`config.mk`:
```
export PLATFORM = sky130hd
export DESIGN_NAME = decode_stage
export DESIGN_NICKNAME = d
export VERILOG_FILES = /design/src/rtl/decode_stage.sv
export SDC_FILE = /design/constraint.sdc
export NUM_CORES = 1
export LEC_CHECK = 0
export ABC_AREA = 1
export CORE_MARGIN = 3
export CORE_UTILIZATION = 30
export DETAILED_ROUTE_END_ITERATION = 8
export PLACE_DENSITY = 0.56
export SKIP_LAST_GASP = 1
export SLEW_MARGIN = 20
export SYNTH_ARGS = -nofsm -noshare
export SYNTH_HDL_FRONTEND = slang
export SYNTH_SLANG_ARGS = --single-unit
```
`constraint.sdc`:
```
create_clock -name clk -period 1.4 [get_ports clk]
set_input_delay 0.28 -clock clk [delete_from_list [all_inputs] [get_ports clk]]
set_output_delay 0.28 -clock clk [all_outputs]
set_load 0.005 [all_outputs]
```
`src/rtl/decode_stage.sv`:
```
// Registered RV32I decode stage. It turns a fetched instruction into ALU op, operand selects,
// immediate, register indices and control flags, with one-entry valid/ready buffering.
module decode_stage #(
    parameter int XLEN = 32
) (
    input  logic            clk,
    input  logic            rst_n,
    input  logic            in_valid,
    output logic            in_ready,
    input  logic [XLEN-1:0] instr,
    input  logic [XLEN-1:0] pc_in,
    input  logic            flush,
    output logic            out_valid,
    input  logic            out_ready,
    output logic [XLEN-1:0] pc_out,
    output logic [3:0]      alu_op,
    output logic [1:0]      a_sel,
    output logic            b_imm,
    output logic [XLEN-1:0] imm,
    output logic [4:0]      rs1,
    output logic [4:0]      rs2,
    output logic [4:0]      rd,
    output logic            reg_wr,
    output logic            mem_rd,
    output logic            mem_wr,
    output logic            branch,
    output logic            jump,
    output logic [2:0]      funct3_out,
    output logic            illegal
);

    localparam logic [6:0] OPC_OP     = 7'b0110011;
    localparam logic [6:0] OPC_OPIMM  = 7'b0010011;
    localparam logic [6:0] OPC_LOAD   = 7'b0000011;
    localparam logic [6:0] OPC_STORE  = 7'b0100011;
    localparam logic [6:0] OPC_BRANCH = 7'b1100011;
    localparam logic [6:0] OPC_JAL    = 7'b1101111;
    localparam logic [6:0] OPC_JALR   = 7'b1100111;
    localparam logic [6:0] OPC_LUI    = 7'b0110111;
    localparam logic [6:0] OPC_AUIPC  = 7'b0010111;

    localparam logic [6:0] F7_ZERO = 7'b0000000;
    localparam logic [6:0] F7_ALT  = 7'b0100000;

    localparam logic [3:0] ALU_ADD  = 4'd0;
    localparam logic [3:0] ALU_SUB  = 4'd1;
    localparam logic [3:0] ALU_SLT  = 4'd2;
    localparam logic [3:0] ALU_SLTU = 4'd3;
    localparam logic [3:0] ALU_SLL  = 4'd4;
    localparam logic [3:0] ALU_SRL  = 4'd5;
    localparam logic [3:0] ALU_SRA  = 4'd6;
    localparam logic [3:0] ALU_AND  = 4'd7;
    localparam logic [3:0] ALU_OR   = 4'd8;
    localparam logic [3:0] ALU_XOR  = 4'd9;

    localparam logic [1:0] ASEL_RS1  = 2'b00;
    localparam logic [1:0] ASEL_PC   = 2'b01;
    localparam logic [1:0] ASEL_ZERO = 2'b10;

    typedef struct packed {
        logic [XLEN-1:0] pc;
        logic [3:0]      alu_op;
        logic [1:0]      a_sel;
        logic            b_imm;
        logic [XLEN-1:0] imm;
        logic [4:0]      rs1;
        logic [4:0]      rs2;
        logic [4:0]      rd;
        logic            reg_wr;
        logic            mem_rd;
        logic            mem_wr;
        logic            branch;
        logic            jump;
        logic [2:0]      funct3;
        logic            illegal;
    } bundle_t;

    bundle_t bundle_reg;
    bundle_t bundle_next;
    logic    out_valid_reg;
    logic    load;

    logic [6:0] opcode;
    logic [2:0] f3;
    logic [6:0] f7;
    assign opcode = instr[6:0];
    assign f3     = instr[14:12];
    assign f7     = instr[31:25];

    // Replicated sign bit shared by every sign-extended immediate format.
    logic [XLEN-13:0] sign_fill;
    genvar gi;
    generate
        for (gi = 0; gi < XLEN - 12; gi++) begin : g_sign_fill
            assign sign_fill[gi] = instr[31];
        end
    endgenerate

    logic [XLEN-1:0] imm_i, imm_s, imm_b, imm_u, imm_j, imm_shamt;
    assign imm_i     = {sign_fill, instr[31:20]};
    assign imm_s     = {sign_fill, instr[31:25], instr[11:7]};
    assign imm_b     = {sign_fill[XLEN-14:0], instr[31], instr[7], instr[30:25], instr[11:8], 1'b0};
    assign imm_u     = {instr[31:12], 12'b0};
    assign imm_j     = {sign_fill[XLEN-22:0], instr[31], instr[19:12], instr[20], instr[30:21], 1'b0};
    assign imm_shamt = {{(XLEN-5){1'b0}}, instr[24:20]};

    logic [3:0] arith_op;
    always_comb begin
        arith_op = ALU_ADD;
        case (f3)
            3'b000:  arith_op = ALU_ADD;
            3'b001:  arith_op = ALU_SLL;
            3'b010:  arith_op = ALU_SLT;
            3'b011:  arith_op = ALU_SLTU;
            3'b100:  arith_op = ALU_XOR;
            3'b101:  arith_op = ALU_SRL;
            3'b110:  arith_op = ALU_OR;
            default: arith_op = ALU_AND;
        endcase
    end

    logic use_rs1, use_rs2, use_rd, bad;
    always_comb begin
        bundle_next        = '0;
        bundle_next.pc     = pc_in;
        bundle_next.alu_op = ALU_ADD;
        bundle_next.a_sel  = ASEL_RS1;
        use_rs1            = 1'b0;
        use_rs2            = 1'b0;
        use_rd             = 1'b0;
        bad                = (instr[1:0] != 2'b11);
        case (opcode)
            OPC_OP: begin
                use_rs1 = 1'b1; use_rs2 = 1'b1; use_rd = 1'b1;
                bundle_next.alu_op = arith_op;
                if (f7 == F7_ALT && f3 == 3'b000)      bundle_next.alu_op = ALU_SUB;
                else if (f7 == F7_ALT && f3 == 3'b101) bundle_next.alu_op = ALU_SRA;
                else if (f7 != F7_ZERO)                bad = 1'b1;
            end
            OPC_OPIMM: begin
                use_rs1 = 1'b1; use_rd = 1'b1;
                bundle_next.b_imm  = 1'b1;
                bundle_next.alu_op = arith_op;
                bundle_next.imm    = imm_i;
                if (f3 == 3'b001) begin
                    bundle_next.imm = imm_shamt;
                    if (f7 != F7_ZERO) bad = 1'b1;
                end else if (f3 == 3'b101) begin
                    bundle_next.imm = imm_shamt;
                    if (f7 == F7_ALT)        bundle_next.alu_op = ALU_SRA;
                    else if (f7 != F7_ZERO)  bad = 1'b1;
                end
            end
            OPC_LOAD: begin
                use_rs1 = 1'b1; use_rd = 1'b1;
                bundle_next.b_imm  = 1'b1;
                bundle_next.imm    = imm_i;
                bundle_next.mem_rd = 1'b1;
                if (f3 == 3'b011 || f3[2:1] == 2'b11) bad = 1'b1;
            end
            OPC_STORE: begin
                use_rs1 = 1'b1; use_rs2 = 1'b1;
                bundle_next.b_imm  = 1'b1;
                bundle_next.imm    = imm_s;
                bundle_next.mem_wr = 1'b1;
                if (f3[2] || f3 == 3'b011) bad = 1'b1;
            end
            OPC_BRANCH: begin
                use_rs1 = 1'b1; use_rs2 = 1'b1;
                bundle_next.imm    = imm_b;
                bundle_next.branch = 1'b1;
                case (f3[2:1])
                    2'b00:   bundle_next.alu_op = ALU_SUB;
                    2'b10:   bundle_next.alu_op = ALU_SLT;
                    2'b11:   bundle_next.alu_op = ALU_SLTU;
                    default: bad = 1'b1;
                endcase
            end
            OPC_JAL: begin
                use_rd = 1'b1;
                bundle_next.a_sel = ASEL_PC;
                bundle_next.b_imm = 1'b1;
                bundle_next.imm   = imm_j;
                bundle_next.jump  = 1'b1;
            end
            OPC_JALR: begin
                use_rs1 = 1'b1; use_rd = 1'b1;
                bundle_next.b_imm = 1'b1;
                bundle_next.imm   = imm_i;
                bundle_next.jump  = 1'b1;
                if (f3 != 3'b000) bad = 1'b1;
            end
            OPC_LUI, OPC_AUIPC: begin
                use_rd = 1'b1;
                bundle_next.a_sel = (opcode == OPC_LUI) ? ASEL_ZERO : ASEL_PC;
                bundle_next.b_imm = 1'b1;
                bundle_next.imm   = imm_u;
            end
            default: bad = 1'b1;
        endcase

        bundle_next.rs1    = use_rs1 ? instr[19:15] : 5'd0;
        bundle_next.rs2    = use_rs2 ? instr[24:20] : 5'd0;
        bundle_next.rd     = use_rd  ? instr[11:7]  : 5'd0;
        bundle_next.reg_wr = use_rd && (instr[11:7] != 5'd0);
        bundle_next.funct3 = f3;

        // Illegal encodings still issue, but carry nothing that could act on state.
        if (bad) begin
            bundle_next         = '0;
            bundle_next.pc      = pc_in;
            bundle_next.illegal = 1'b1;
        end
    end

    assign in_ready = !out_valid_reg || out_ready;
    assign load     = in_valid && in_ready && !flush;

    always_ff @(posedge clk or negedge rst_n) begin
        if (!rst_n) begin
            out_valid_reg <= 1'b0;
            bundle_reg    <= '0;
        end else begin
            if (flush)          out_valid_reg <= 1'b0;
            else if (load)      out_valid_reg <= 1'b1;
            else if (out_ready) out_valid_reg <= 1'b0;
            if (load) bundle_reg <= bundle_next;
        end
    end

    assign out_valid  = out_valid_reg;
    assign pc_out     = bundle_reg.pc;
    assign alu_op     = bundle_reg.alu_op;
    assign a_sel      = bundle_reg.a_sel;
    assign b_imm      = bundle_reg.b_imm;
    assign imm        = bundle_reg.imm;
    assign rs1        = bundle_reg.rs1;
    assign rs2        = bundle_reg.rs2;
    assign rd         = bundle_reg.rd;
    assign reg_wr     = bundle_reg.reg_wr;
    assign mem_rd     = bundle_reg.mem_rd;
    assign mem_wr     = bundle_reg.mem_wr;
    assign branch     = bundle_reg.branch;
    assign jump       = bundle_reg.jump;
    assign funct3_out = bundle_reg.funct3;
    assign illegal    = bundle_reg.illegal;

endmodule

```
* Word level (Yosys, flattened, before mapping)
Cells that the tools add are included.
Word-level totals: register bits 96, latch bits 0, memory bits (writable) 0, bits in read-only memories 0, bits of input ports 69, output and inout port bits 97, word-level logic and storage cells 99, memories kept 0
Operators by class: add/sub/neg operators 0, multipliers 0, divide/modulo/power cells 0, $lt $le $gt $ge 0, eq/ne operators 19, shift operators 0, mux-type cells 39, bitwise logic cells 0, reduce and logical (&&, ||, !) cells 25
Operator list (count):
- one-hot mux 32 bit (6 select lines) | 1
- 2-to-1 mux 32 bit | 2
- 2-to-1 mux 63 bit | 1
- == test 7 x 6 -> 1 bit, second input constant | 4
- one-hot mux 4 bit (7 select lines) | 1
- == test 7 bit, second input constant | 3
- 2-to-1 mux 1 bit | 21
- 2-to-1 mux 4 bit | 5
- 2-to-1 mux 5 bit | 3
- == test 7 x 5 -> 1 bit, second input constant | 2
- OR reduction 7 bit | 2
- one-hot mux 4 bit (3 select lines) | 1
- == test 3 bit, second input constant | 3
- OR reduction 3 bit | 3
- == test 7 x 2 -> 1 bit, second input constant | 1
- one-hot mux 1 bit (7 select lines) | 1
- nonzero test 7 bit | 1
- == test 3 x 2 -> 1 bit, second input constant | 2
- one-hot mux 2 bit (3 select lines) | 1
- nonzero test 3 bit | 2
- OR reduction 2 bit | 3
- OR reduction 6 bit | 1
- logical AND 1 bit | 5
- nonzero test 5 bit | 1
- 9 further kinds | 13

* Depth between registers and ports, before layout
word-level depth 7, depth in mapped cells 13, gate-level depth less buffers 12

* Least setup slack after synthesis
OpenSTA, ideal clock, no wires.
path type in2reg, start input instr[13], end register bundle_reg (netlist bit reg_wr), library setup time 65 ps, data arrival time 1482 ps, data required time 1335 ps, path slack -147 ps, cell stages on the path 11, path buffers 2, cell sequence buf_2 > nor3_1 > a21oi_1 > nand2_1 > nand2_2 > inv_2 > nand2_4 > nor2_8 > buf_12 > nand2_2 > nand2_2
Between the ends: word-level cells in the longest chain between the ends 6, elaborated cells on any way between the ends 23, classes of those cells 5 x eq/ne; 10 x mux; 8 x reduce/logical
Ends and longest elaborated chain:
- from (decl) | RTL line 10 | input logic [XLEN-1:0] instr,
- == test 3 bit | RTL line 137, 148
- logical AND 1 bit | RTL line 137 | else if (f7 == F7_ALT && f3 == 3'b101) bundle_next.alu_op = ALU_SRA;
- 2-to-1 mux 1 bit | RTL line 137
- 2-to-1 mux 1 bit | RTL line 136 | if (f7 == F7_ALT && f3 == 3'b000) bundle_next.alu_op = ALU_SUB;
- one-hot mux 1 bit (7 select lines) * | RTL line 132 | case (opcode)
- 2-to-1 mux 63 bit * | RTL line 209 | if (bad) begin
- to (signal assigned) | RTL line 227 | if (load) bundle_reg <= bundle_next;
- to (decl) | RTL line 78 | bundle_t bundle_reg;
Every way passes the cells marked *; elsewhere a longest branch is shown, timed or not. A chain may end at the register's enable or synchronous reset.

* Final worst setup path
start input instr[3], end register bundle_reg (netlist bit rs1[4])
Between the ends: word-level cells in the longest chain between the ends 5, elaborated cells on any way between the ends 15, classes of those cells 9 x eq/ne; 4 x mux; 2 x reduce/logical
Ends and longest elaborated chain:
- == test 7 bit, or another cell as far along | RTL line 132
- OR reduction 6 bit (no line)
- 2-to-1 mux 1 bit | RTL line 132
- 2-to-1 mux 5 bit | RTL line 202 | bundle_next.rs1 = use_rs1 ? instr[19:15] : 5'd0;
- 2-to-1 mux 63 bit * | RTL line 209
Marks and branches as above.

==> metrics.yaml <==
clockRootBuffer: "clkbuf_16"
critPathMaxFanout: 8
viasPerCell: 4.668
syn_nets: 834
p_total_mw: 7.041
wl_met2_um: 9709
rsz0062_at_grt: "true"
wl_met1_um: 9089
synth-main-ff-cell: "dfrtp_1"
yosysTopAreaCell: "dfrtp_1"
numCtsBuffers: 9
finalHoldViolations: 0
drive_gt1_share_pct: 33.05
async_flop_share_pct: 100.0
grt_max_degree: 59
drt_iter0_drc: 312
route.met3.wl_um: 1210
tightest_slew_ns: 0.6556
status: "finished with violations"
finalSetupViolCount: 15
cp-end-kind: "flip-flop"
clock.fmax_ghz: 0.6988
synth.distinct_cells: 33
synth_top_area_share_pct: 42.73
crit_chain: "buf_8 > inv_6 > nand2_4 > nor2_8 > buf_6 > nand2_4 > nand2_2 > nand2_2 > buf_6 > a21oi_4 > nor2_8 > buf_12 > nand4_1 > nand2_1"
synth_commonest_cells: "nand2_1, nor2_1, dfrtp_1"
regArea_mm2: 0.002402
critPathRequiredTime_ns: 1.65
fill_cells: 1743
p_leak_nw: 5.206
grtUsageTotal_pct: 18.95
grt_pass1_vias: 5753
slew_headroom_pct: 55.83
finalCritPeriodShare_pct: 102.2
synth.most_common_cell: "nand2_1"
grt_first_pass_wirelength_um: 30490
cts_sinks: 96
yosys_warnings: 0
hpwl_um: 13690
fin_ws_ns: -0.03106
syn-instance-count: 762
ant_nets: 0
area_delta_synth_final_pct: 70.51
violations: "negative setup slack"
die_h_um: 142.9
io_buffers: 165
ys_top_cells_by_area: "dfrtp_1, nand2_1, nor2_1, nand2_2, nand4_1"
wl_um: 20350
overflow: 0
topRoutingLayerUsed: "met5"
coreArea_mm2: 0.01821
cap_violations: 0
period_needed_ns: 1.431
power.density_mw_per_mm2: 734.5
skew_ns: 0.005728
grt_antenna_before_repair: 0
maxSlewViolCount: 0
cp_slowest_stage_delay_ns: 0.25
htreeDepth: 3
gp_congestion: 0.8760
clock_path_buffers: 2
avgSynthCellArea_um2: 7.377
peakVddDrop_uv: 602.6
initial_core_util_pct: 30.87
ys_seq_area_share_pct: 42.73
die_w_um: 142.9
path_class: "input pin to flip-flop"
dr.pass1.iters: 7
wl_per_cell_um: 15.88
vias: 5985
ios: 166
synth_edf_count: 0
clk_latency_ns: 0.36
antenna_cells: 0
cts_tree: "built"
start_kind: "input pin"
clk_pin_slew_ns: 0.07
multiInputGateArea_mm2: 0.003198
synth_seq_cells: 96
num_rows: 49
arrival_ns: 1.68
critPathSlowestCell: "a21oi_4"
drc: 0
syn_area_mm2: 0.005622
die-area_mm2: 0.02042
hold_class: "input pin to flip-flop"
num-nets-final: 1120
final.setup.tns_ns: -0.1724
## area by class of cell
class,instances,share of cell area [%]
clock inverter,7,0.7701
timing repair buffer,308,32.95
clock buffer,9,2.350
multi-input combinational,579,33.36
sequential,96,25.06
tap,229,2.989
inverter,54,2.519
## worst max-delay path: cells and delay by family
kind	cells	cell delay (ns)
buf+inv	5	0.54
simple gates	8	0.60
compound gates	1	0.25
## layer usage
layer / global-route usage, % / up-vias
li1: - / 2963
met1: 25.62 / 2816
met2: 31.33 / 184
met3: 3.885 / 20
met4: 4.402 / 2
met5: 0 / -
## worst paths after layout
kind	from	to	slack, ns	cells after the start
worst max-delay path	instr[3]	rs1[4]	-0.03	14
worst min-delay path	in_valid	out_valid	0.23	3
worst max register to register	out_valid	imm[2]	-0.02	9
worst min register to register	pc_out[30]	pc_out[30]	0.47	2
max in group asynchronous	rst_n	imm[18]	0.50	3
min in group asynchronous	rst_n	pc_out[10]	0.25	2
## stage by stage
| stage | instances | utilization (%) | setup slack, ns | area, um^2 | hold WS, ns |
|---|---|---|---|---|---|
| after global placement | 1212 | 45.41 | -0.8401 | 8268 | 0.07758 |
| after floorplan | 762 | - | -0.1053 | 5727 | -0.01559 |
| after detailed placement | 1212 | 45.41 | -0.8877 | 8268 | 0.07788 |
| after global routing | 1282 | 52.64 | -0.08984 | 9585 | 0.2367 |
| final | 1282 | 52.64 | -0.03106 | 9585 | 0.2310 |
| after CTS | 1277 | 50.64 | -0.08412 | 9221 | 0.2335 |
## cells in the final DEF, fill, tap and decap left out, types with 14 or more instances in the layout
master           instances
buf_4                   88
clkdlybuf4s50_1         49
nand2_4                 14
nand3_1                 26
dfrtp_1                 96
nand4_1                 28
dlygate4sd2_1           96
nor2_2                  29
nor2_4                  23
nand2_2                 66
nand2_1                265
buf_12                  24
nor2_1                  59
inv_1                   38
buf_6                   21
a21oi_1                 14
## kinds of logic after synthesis
kind of cell             after synthesis  share of synthesized area, %
buffers and inverters                 90                         8.569
AND/OR/NAND/NOR                      535                         44.42
flip-flops                            96                         42.73
AO/OA/AOI/OAI                         38                         3.606
adder cells (fa/ha/maj)                3                        0.6678
## what timing repair did
item / 4_1_cts / 5_1_grt
hold buffers: 1 / 0
endpoints found under the setup margin: 180 / 95
cloned: 8 / 9
buffers inserted: 40 / 0
pin swaps: 34 / 40
resized for setup: 242 / 98
endpoints found under the hold margin: 59 / 0
## report_power, final
part	switching, mW	total, mW	leakage, nW	internal, mW
Sequential	0.0674	2.99	1.29	2.92
Clock	1.27	2.54	0.140	1.26
Combinational	0.726	1.52	3.78	0.790
Total	2.07	7.04	5.21	4.97
Power figures use the tool's default switching activity.
